$ cat src/rtl/coin_serializer_pkg.sv
// -----------------------------------------------------------------------------
// coin_serializer_pkg
// Shared definitions for the serial coin interface:
//   - coin type codes (penny/nickel/dime/quarter)
//   - base 10-bit coin codes; the emitted code is base + offset (0..9)
//   - word width and receiver accept window
//   - serializer FSM state encoding
//   - coin_base(): type -> base code lookup
// -----------------------------------------------------------------------------
package coin_serializer_pkg;

    localparam int COIN_WORD_W = 10;
    localparam int COIN_WINDOW = 10;

    localparam logic [1:0] COIN_PENNY   = 2'd0;
    localparam logic [1:0] COIN_NICKEL  = 2'd1;
    localparam logic [1:0] COIN_DIME    = 2'd2;
    localparam logic [1:0] COIN_QUARTER = 2'd3;

    localparam logic [COIN_WORD_W-1:0] PENNY_BASE   = 10'd745;
    localparam logic [COIN_WORD_W-1:0] NICKEL_BASE  = 10'd830;
    localparam logic [COIN_WORD_W-1:0] DIME_BASE    = 10'd700;
    localparam logic [COIN_WORD_W-1:0] QUARTER_BASE = 10'd950;

    // Offset used when jitter is not compiled in.
    localparam logic [3:0] FIXED_OFFSET = 4'd4;

    typedef enum logic [1:0] {
        ST_IDLE  = 2'd0,
        ST_SHIFT = 2'd1,
        ST_GAP   = 2'd2
    } state_t;

    function automatic logic [COIN_WORD_W-1:0] coin_base(input logic [1:0] t);
        logic [COIN_WORD_W-1:0] b;
        case (t)
            COIN_PENNY:  b = PENNY_BASE;
            COIN_NICKEL: b = NICKEL_BASE;
            COIN_DIME:   b = DIME_BASE;
            default:     b = QUARTER_BASE;
        endcase
        return b;
    endfunction

endpackage

$ cat src/rtl/coin_serializer_fifo.sv
// -----------------------------------------------------------------------------
// coin_serializer_fifo
// Synchronous FIFO holding pending coin requests (coin_type only; the code is
// computed when the entry is popped).
//   i_clk, i_reset      clock, synchronous active-high reset (flushes)
//   i_push, i_din       write strobe and data
//   i_pop, o_dout       read strobe; o_dout shows the head entry
//   o_full, o_empty     status
//   o_count             number of entries held (0..DEPTH)
// Push and pop in the same cycle are legal at any fill level; the caller
// never pushes when full nor pops when empty.
// -----------------------------------------------------------------------------
module coin_serializer_fifo #(
    parameter int DEPTH = 4,
    parameter int W     = 2
) (
    input  logic                       i_clk,
    input  logic                       i_reset,
    input  logic                       i_push,
    input  logic [W-1:0]               i_din,
    input  logic                       i_pop,
    output logic [W-1:0]               o_dout,
    output logic                       o_full,
    output logic                       o_empty,
    output logic [$clog2(DEPTH):0]     o_count
);
    localparam int AW = $clog2(DEPTH);

    logic [W-1:0]  r_mem [DEPTH];
    logic [AW-1:0] r_wptr;
    logic [AW-1:0] r_rptr;
    logic [AW:0]   r_count;

    always_ff @(posedge i_clk) begin
        if (i_reset) begin
            r_wptr  <= '0;
            r_rptr  <= '0;
            r_count <= '0;
        end else begin
            if (i_push) r_wptr <= r_wptr + 1'b1;
            if (i_pop)  r_rptr <= r_rptr + 1'b1;
            case ({i_push, i_pop})
                2'b10:   r_count <= r_count + 1'b1;
                2'b01:   r_count <= r_count - 1'b1;
                default: r_count <= r_count;
            endcase
        end
    end

    // Storage needs no reset: the pointers define which entries are valid.
    always_ff @(posedge i_clk) begin
        if (i_push) r_mem[r_wptr] <= i_din;
    end

    assign o_dout  = r_mem[r_rptr];
    assign o_full  = (r_count == (AW+1)'(DEPTH));
    assign o_empty = (r_count == '0);
    assign o_count = r_count;

endmodule

$ cat src/rtl/coin_serializer.sv
// -----------------------------------------------------------------------------
// coin_serializer
// Transmit side of the serial coin interface. Coin requests are accepted with
// a valid/ready handshake, queued, and each is sent as one 10-bit code, MSB
// first, one bit per clock with enable high for exactly 10 cycles.
//   clk, reset     clock, synchronous active-high reset
//   coin_valid     request to insert a coin
//   coin_type      0 penny, 1 nickel, 2 dime, 3 quarter
//   coin_ready     queue can accept
//   serialOut      serial bit (0 whenever enable is low)
//   enable         high while serialOut carries a valid bit
//   busy           queue non-empty or a word/gap in progress
//   coins_sent     fully transmitted words, wraps modulo 256
//   dbg_state      current FSM state (state_t encoding)
// Handshake: a request transfers on a rising edge where coin_valid and
// coin_ready are both high; coin_ready depends only on queue fullness.
// Optional macro CODE_JITTER_EN: code offset comes from a 16-bit LFSR mod 10
// instead of the fixed offset 4.
// -----------------------------------------------------------------------------
module coin_serializer
    import coin_serializer_pkg::*;
#(
    parameter int FIFO_DEPTH = 4,
    parameter int WORD_W     = 10,   // protocol width; only 10 is supported
    parameter int GAP_CYCLES = 1
) (
    input  logic       clk,
    input  logic       reset,
    input  logic       coin_valid,
    input  logic [1:0] coin_type,
    output logic       coin_ready,
    output logic       serialOut,
    output logic       enable,
    output logic       busy,
    output logic [7:0] coins_sent,
    output logic [1:0] dbg_state
);
    localparam logic [3:0] LAST_BIT = 4'(WORD_W - 1);
    localparam logic [7:0] GAP_LAST = 8'((GAP_CYCLES > 0) ? (GAP_CYCLES - 1) : 0);

    state_t              r_state;
    state_t              w_next;
    logic [WORD_W-1:0]   r_shift;
    logic [3:0]          r_cnt;
    logic [7:0]          r_gap_cnt;
    logic                r_enable;
    logic [7:0]          r_coins;

    logic                w_push;
    logic                w_load;
    logic                w_done;
    logic                w_full;
    logic                w_empty;
    logic [1:0]          w_head_type;
    logic [$clog2(FIFO_DEPTH):0] w_count;
    logic [3:0]          w_offset;
    logic [WORD_W-1:0]   w_code;

    assign w_push = coin_valid && !w_full;

    coin_serializer_fifo #(
        .DEPTH (FIFO_DEPTH),
        .W     (2)
    ) u_fifo (
        .i_clk   (clk),
        .i_reset (reset),
        .i_push  (w_push),
        .i_din   (coin_type),
        .i_pop   (w_load),
        .o_dout  (w_head_type),
        .o_full  (w_full),
        .o_empty (w_empty),
        .o_count (w_count)
    );

`ifdef CODE_JITTER_EN
    // Fibonacci LFSR x^16+x^14+x^13+x^11+1, free-running every clock.
    logic [15:0] r_lfsr;
    always_ff @(posedge clk) begin
        if (reset) r_lfsr <= 16'hACE1;
        else       r_lfsr <= {r_lfsr[14:0], r_lfsr[15] ^ r_lfsr[13] ^ r_lfsr[12] ^ r_lfsr[10]};
    end
    assign w_offset = 4'(r_lfsr % 16'd10);
`else
    assign w_offset = FIXED_OFFSET;
`endif

    // Code is formed from the head entry at the moment it is popped.
    assign w_code = WORD_W'(coin_base(w_head_type) + 10'(w_offset));

    // State register
    always_ff @(posedge clk) begin
        if (reset) r_state <= ST_IDLE;
        else       r_state <= w_next;
    end

    // Next state and control strobes. A finished gap pops directly when work
    // is waiting, so enable is low for exactly GAP_CYCLES between queued words.
    always_comb begin
        w_next = r_state;
        w_load = 1'b0;
        w_done = 1'b0;
        case (r_state)
            ST_IDLE: begin
                if (!w_empty) begin
                    w_load = 1'b1;
                    w_next = ST_SHIFT;
                end
            end
            ST_SHIFT: begin
                if (r_cnt == LAST_BIT) begin
                    w_done = 1'b1;
                    if (GAP_CYCLES > 0) begin
                        w_next = ST_GAP;
                    end else if (!w_empty) begin
                        w_load = 1'b1;
                        w_next = ST_SHIFT;
                    end else begin
                        w_next = ST_IDLE;
                    end
                end
            end
            ST_GAP: begin
                if (r_gap_cnt == GAP_LAST) begin
                    if (!w_empty) begin
                        w_load = 1'b1;
                        w_next = ST_SHIFT;
                    end else begin
                        w_next = ST_IDLE;
                    end
                end
            end
            default: w_next = ST_IDLE;
        endcase
    end

    // Registered datapath outputs. r_shift is cleared whenever no word is in
    // flight so its MSB can drive serialOut directly.
    always_ff @(posedge clk) begin
        if (reset) begin
            r_shift   <= '0;
            r_cnt     <= '0;
            r_gap_cnt <= '0;
            r_enable  <= 1'b0;
            r_coins   <= '0;
        end else begin
            if (w_load) begin
                r_shift  <= w_code;
                r_cnt    <= '0;
                r_enable <= 1'b1;
            end else if (w_done) begin
                r_shift  <= '0;
                r_enable <= 1'b0;
            end else if (r_state == ST_SHIFT) begin
                r_shift <= r_shift << 1;
                r_cnt   <= r_cnt + 1'b1;
            end

            if (w_done) r_coins <= r_coins + 8'd1;

            if (w_done)                  r_gap_cnt <= '0;
            else if (r_state == ST_GAP)  r_gap_cnt <= r_gap_cnt + 8'd1;
        end
    end

    assign coin_ready = !w_full;
    assign serialOut  = r_shift[WORD_W-1];
    assign enable     = r_enable;
    assign coins_sent = r_coins;
    assign busy       = (w_count != '0) || (r_state != ST_IDLE);
    assign dbg_state  = r_state;

endmodule

$ cat config.mk
export PLATFORM = sky130hd
export DESIGN_NAME = coin_serializer
export DESIGN_NICKNAME = d
export VERILOG_FILES = /design/src/rtl/coin_serializer_pkg.sv /design/src/rtl/coin_serializer_fifo.sv /design/src/rtl/coin_serializer.sv
export SDC_FILE = /design/constraint.sdc
export NUM_CORES = 1
export LEC_CHECK = 0
export ABC_AREA = 1
export CORE_ASPECT_RATIO = 0.75
export CORE_MARGIN = 4
export CORE_UTILIZATION = 44
export DETAILED_ROUTE_END_ITERATION = 8
export SLEW_MARGIN = 25
export SYNTH_ARGS = -nofsm -noshare
export SYNTH_HDL_FRONTEND = slang
export SYNTH_SLANG_ARGS = --single-unit
export TNS_END_PERCENT = 10
$ cat constraint.sdc
create_clock -name clk -period 2.12 [get_ports clk]
set_input_delay 0.212 -clock clk [delete_from_list [all_inputs] [get_ports clk]]
set_output_delay 0.212 -clock clk [all_outputs]
set_load 0.02 [all_outputs]
==> results.cfg <==
[run_status]
status = complete, no violations

[clock_tree]
h-tree-depth = 2
cts-root-buf = clkbuf_8
clk_pin_slew_ns = 0.10
clkSinkCount = 50
cts_max_path_buffers = 2
cts_buffers = 5
cts_hold_buf = 0
clock_latency_ns = 0.30
cts_tree = yes

[pwr]
ir_drop_mv = 0.484
p_leak_uw = 0.00124
p_per_area_nw_per_um2 = 1150

[yosys]
yosys_register_bits = 50
synth_ff_type = dfxtp_1
seq_area_frac_synth_pct = 42.6
synth_edf_count = 8
syn_area_per_cell_um2 = 8.11
synth_warnings = 0
yosys-top-cells-area = dfxtp_1 (33%), nand2_1 (9.6%), edfxtp_1 (9.5%)
syn-num-nets = 333
synthCells = 313
ys_types = 42
synth_area_um2 = 2540
async_flop_share_pct = 0
post-synth-top-count-cell = nand2_1
synthTopCellsByCount = nand2_1 (65), dfxtp_1 (42), inv_1 (37)
synth_top_cell_area_share_pct = 33.1
yosysTopAreaCell = dfxtp_1

[setup_path]
startpoint_type = flip-flop
cp-end-kind = flip-flop
critPathRequiredTime_ns = 2.33
crit_start = r_gap_cnt[0]$_SDFFE_PP0N_
rr_startpoint = r_gap_cnt[0]$_SDFFE_PP0N_
path_max_fanout = 5
critPathKind = reg2reg
worstPathArrival_ns = 2.13

[floorplanning]
initial_core_util_pct = 46.4
io_pins = 19
coreArea_um2 = 5470
die_h_um = 73.8
die_w_um = 95.7
rows = 23
die_area_um2 = 7060

[global_route]
grt_pass1_wl_mm = 8.43
grt_use_total_pct = 15.1
grt_max_degree = 23
grt_pass1_vias = 1871
grt_antenna_before_repair = 0
overflow = 0

[sta]
skew_ns = 0.0104
setup_ws_ns = 0.201
setup_viol = 0
finalCriticalPeriod_ns = 1.92
post-route-period-util_pct = 90.5
fin_setup_tns_ns = 0
slew_headroom_pct = 73.1
worstMarginPinSlew_ns = 0.402
finalHoldViolations = 0
timing.fmax_ghz = 0.521
rsz0062_at_grt = no
finalMaxSlewViolations = 0
hold_slack_ns = 0.471

[placed_design]
place.gp.congestion = 0.780
pre_cts_slack_ns = 0.112
portBuffers = 18
dpl.hpwl_mm = 3.51

[route]
dr.pass1.iters = 4
drt_wl_total_mm = 4.76
vias = 1973
drt-wirelength-per-cell_um = 11.5
drc = 0
drt-initial-drc-count = 69
post_drt_via_cell_ratio = 4.77
ant_nets = 0

[cells_and_area]
num_antenna_cells = 0
fillers = 536
final_layout_size_suffix_gt1_share_pct = 13.6
utilization_pct = 53.7
register_area_um2 = 1080
nNetsFinal = 358
multi_input_area_um2 = 1240
syn_to_final_growth_pct = 15.7

[worst_hold_path]
min_from = r_shift[0]$_SDFFE_PP0P_
hp-class = reg2reg

[flow_run]
maxCapViolations = 0
path summary, 6_finish.rpt:
check                              endpoint  slack (ns)  cells after the start
max reg2reg  u_fifo.o_count[2]$_SDFFE_PP0P_        0.20                     13
max          u_fifo.o_count[2]$_SDFFE_PP0P_        0.20                     13
min reg2reg         r_shift[0]$_SDFFE_PP0P_        0.47                      2
min                 r_shift[0]$_SDFFE_PP0P_        0.47                      2
cells by family after synthesis:
logic type | synth area share (%)
flip-flops | 42.6
XOR/XNOR | 1.38
AND/OR/NAND/NOR | 30.3
buffers and inverters | 8.78
adder cells (fa/ha/maj) | 7.69
AO/OA/AOI/OAI | 9.27
critical path, stage by stage, from the launching register on:
cell,delay [ns]
dfxtp_2,0.36
inv_2,0.06
ha_1,0.18
nand2_1,0.07
nor2_2,0.04
nand2_1,0.08
nand2_2,0.10
nand3_2,0.12
inv_1,0.05
fa_1,0.39
inv_1,0.07
nand4_1,0.11
a21oi_1,0.14
nor2_1,0.05
layer usage:
| metal | wire (µm) | vias to the layer above | track usage [%] |
|---|---|---|---|
| li1 | - | 1059 | - |
| met1 | 2600 | 881 | 21.3 |
| met2 | 1900 | 28 | 23.0 |
| met3 | 216 | 5 | 3.79 |
| met4 | 49 | 0 | 4.26 |
| met5 | 0 | - | 0 |
placed cells by master, fill, tap and decap left out, drive strengths merged:
cell type / count
dfxtp: 42
xor2: 3
o21bai: 3
o21ai: 12
o211a: 1
o211ai: 1
a21oi: 24
ha: 14
nor3: 7
clkinvlp: 2
clkinv: 3
xnor2: 1
bufinv: 1
clkbuf: 5
a31oi: 1
fa: 1
nand3: 27
edfxtp: 8
or2: 5
nor2: 32
nand4: 4
a32oi: 1
inv: 45
nand2: 70
buf: 5
nor3b: 2
clkdlybuf4s50: 18
nor4: 1
power breakdown:
group / internal (µW) / total [µW] / switching [µW] / leakage (µW)
Combinational: 525 / 1400 / 876 / 0.000768
Clock: 351 / 677 / 326 / 0.0000504
Sequential: 1150 / 1280 / 136 / 0.000417
per-stage QoR:
stage                     instances  power (µW)  instance area (µm²)
after floorplan                 313        2360                 2540
after global placement          405        2690                 2810
after CTS                       413        3390                 2920
after global routing            414        3640                 2940
after detailed placement        405        2700                 2810
final                           414        3360                 2940
repair_timing:
item | 4_1_cts | 5_1_grt
setup buffers | 0 | 1
setup endpoints to repair | 0 | 1
gates resized for setup | 0 | 4
registers in the layout, indices dropped and copies added (netlist names), named ones only:
register	count
r_shift	10
u_fifo.r_wptr	2
enable	1
coins_sent	8
r_gap_cnt	8
u_fifo.r_rptr	2
r_cnt	4
dbg_state	2
u_fifo.o_count	3
u_fifo.r_mem	8
cell type report:
cell class,instances,share of cell area (%)
Multi-Input combinational cell,210,42.2
Inverter,48,6.39
Tap cell,75,3.20
Clock buffer,5,2.34
Clock inverter,3,1.53
Timing Repair Buffer,23,7.42
Sequential cell,50,36.9
Note: power is estimated with default switching activity, not from simulation.
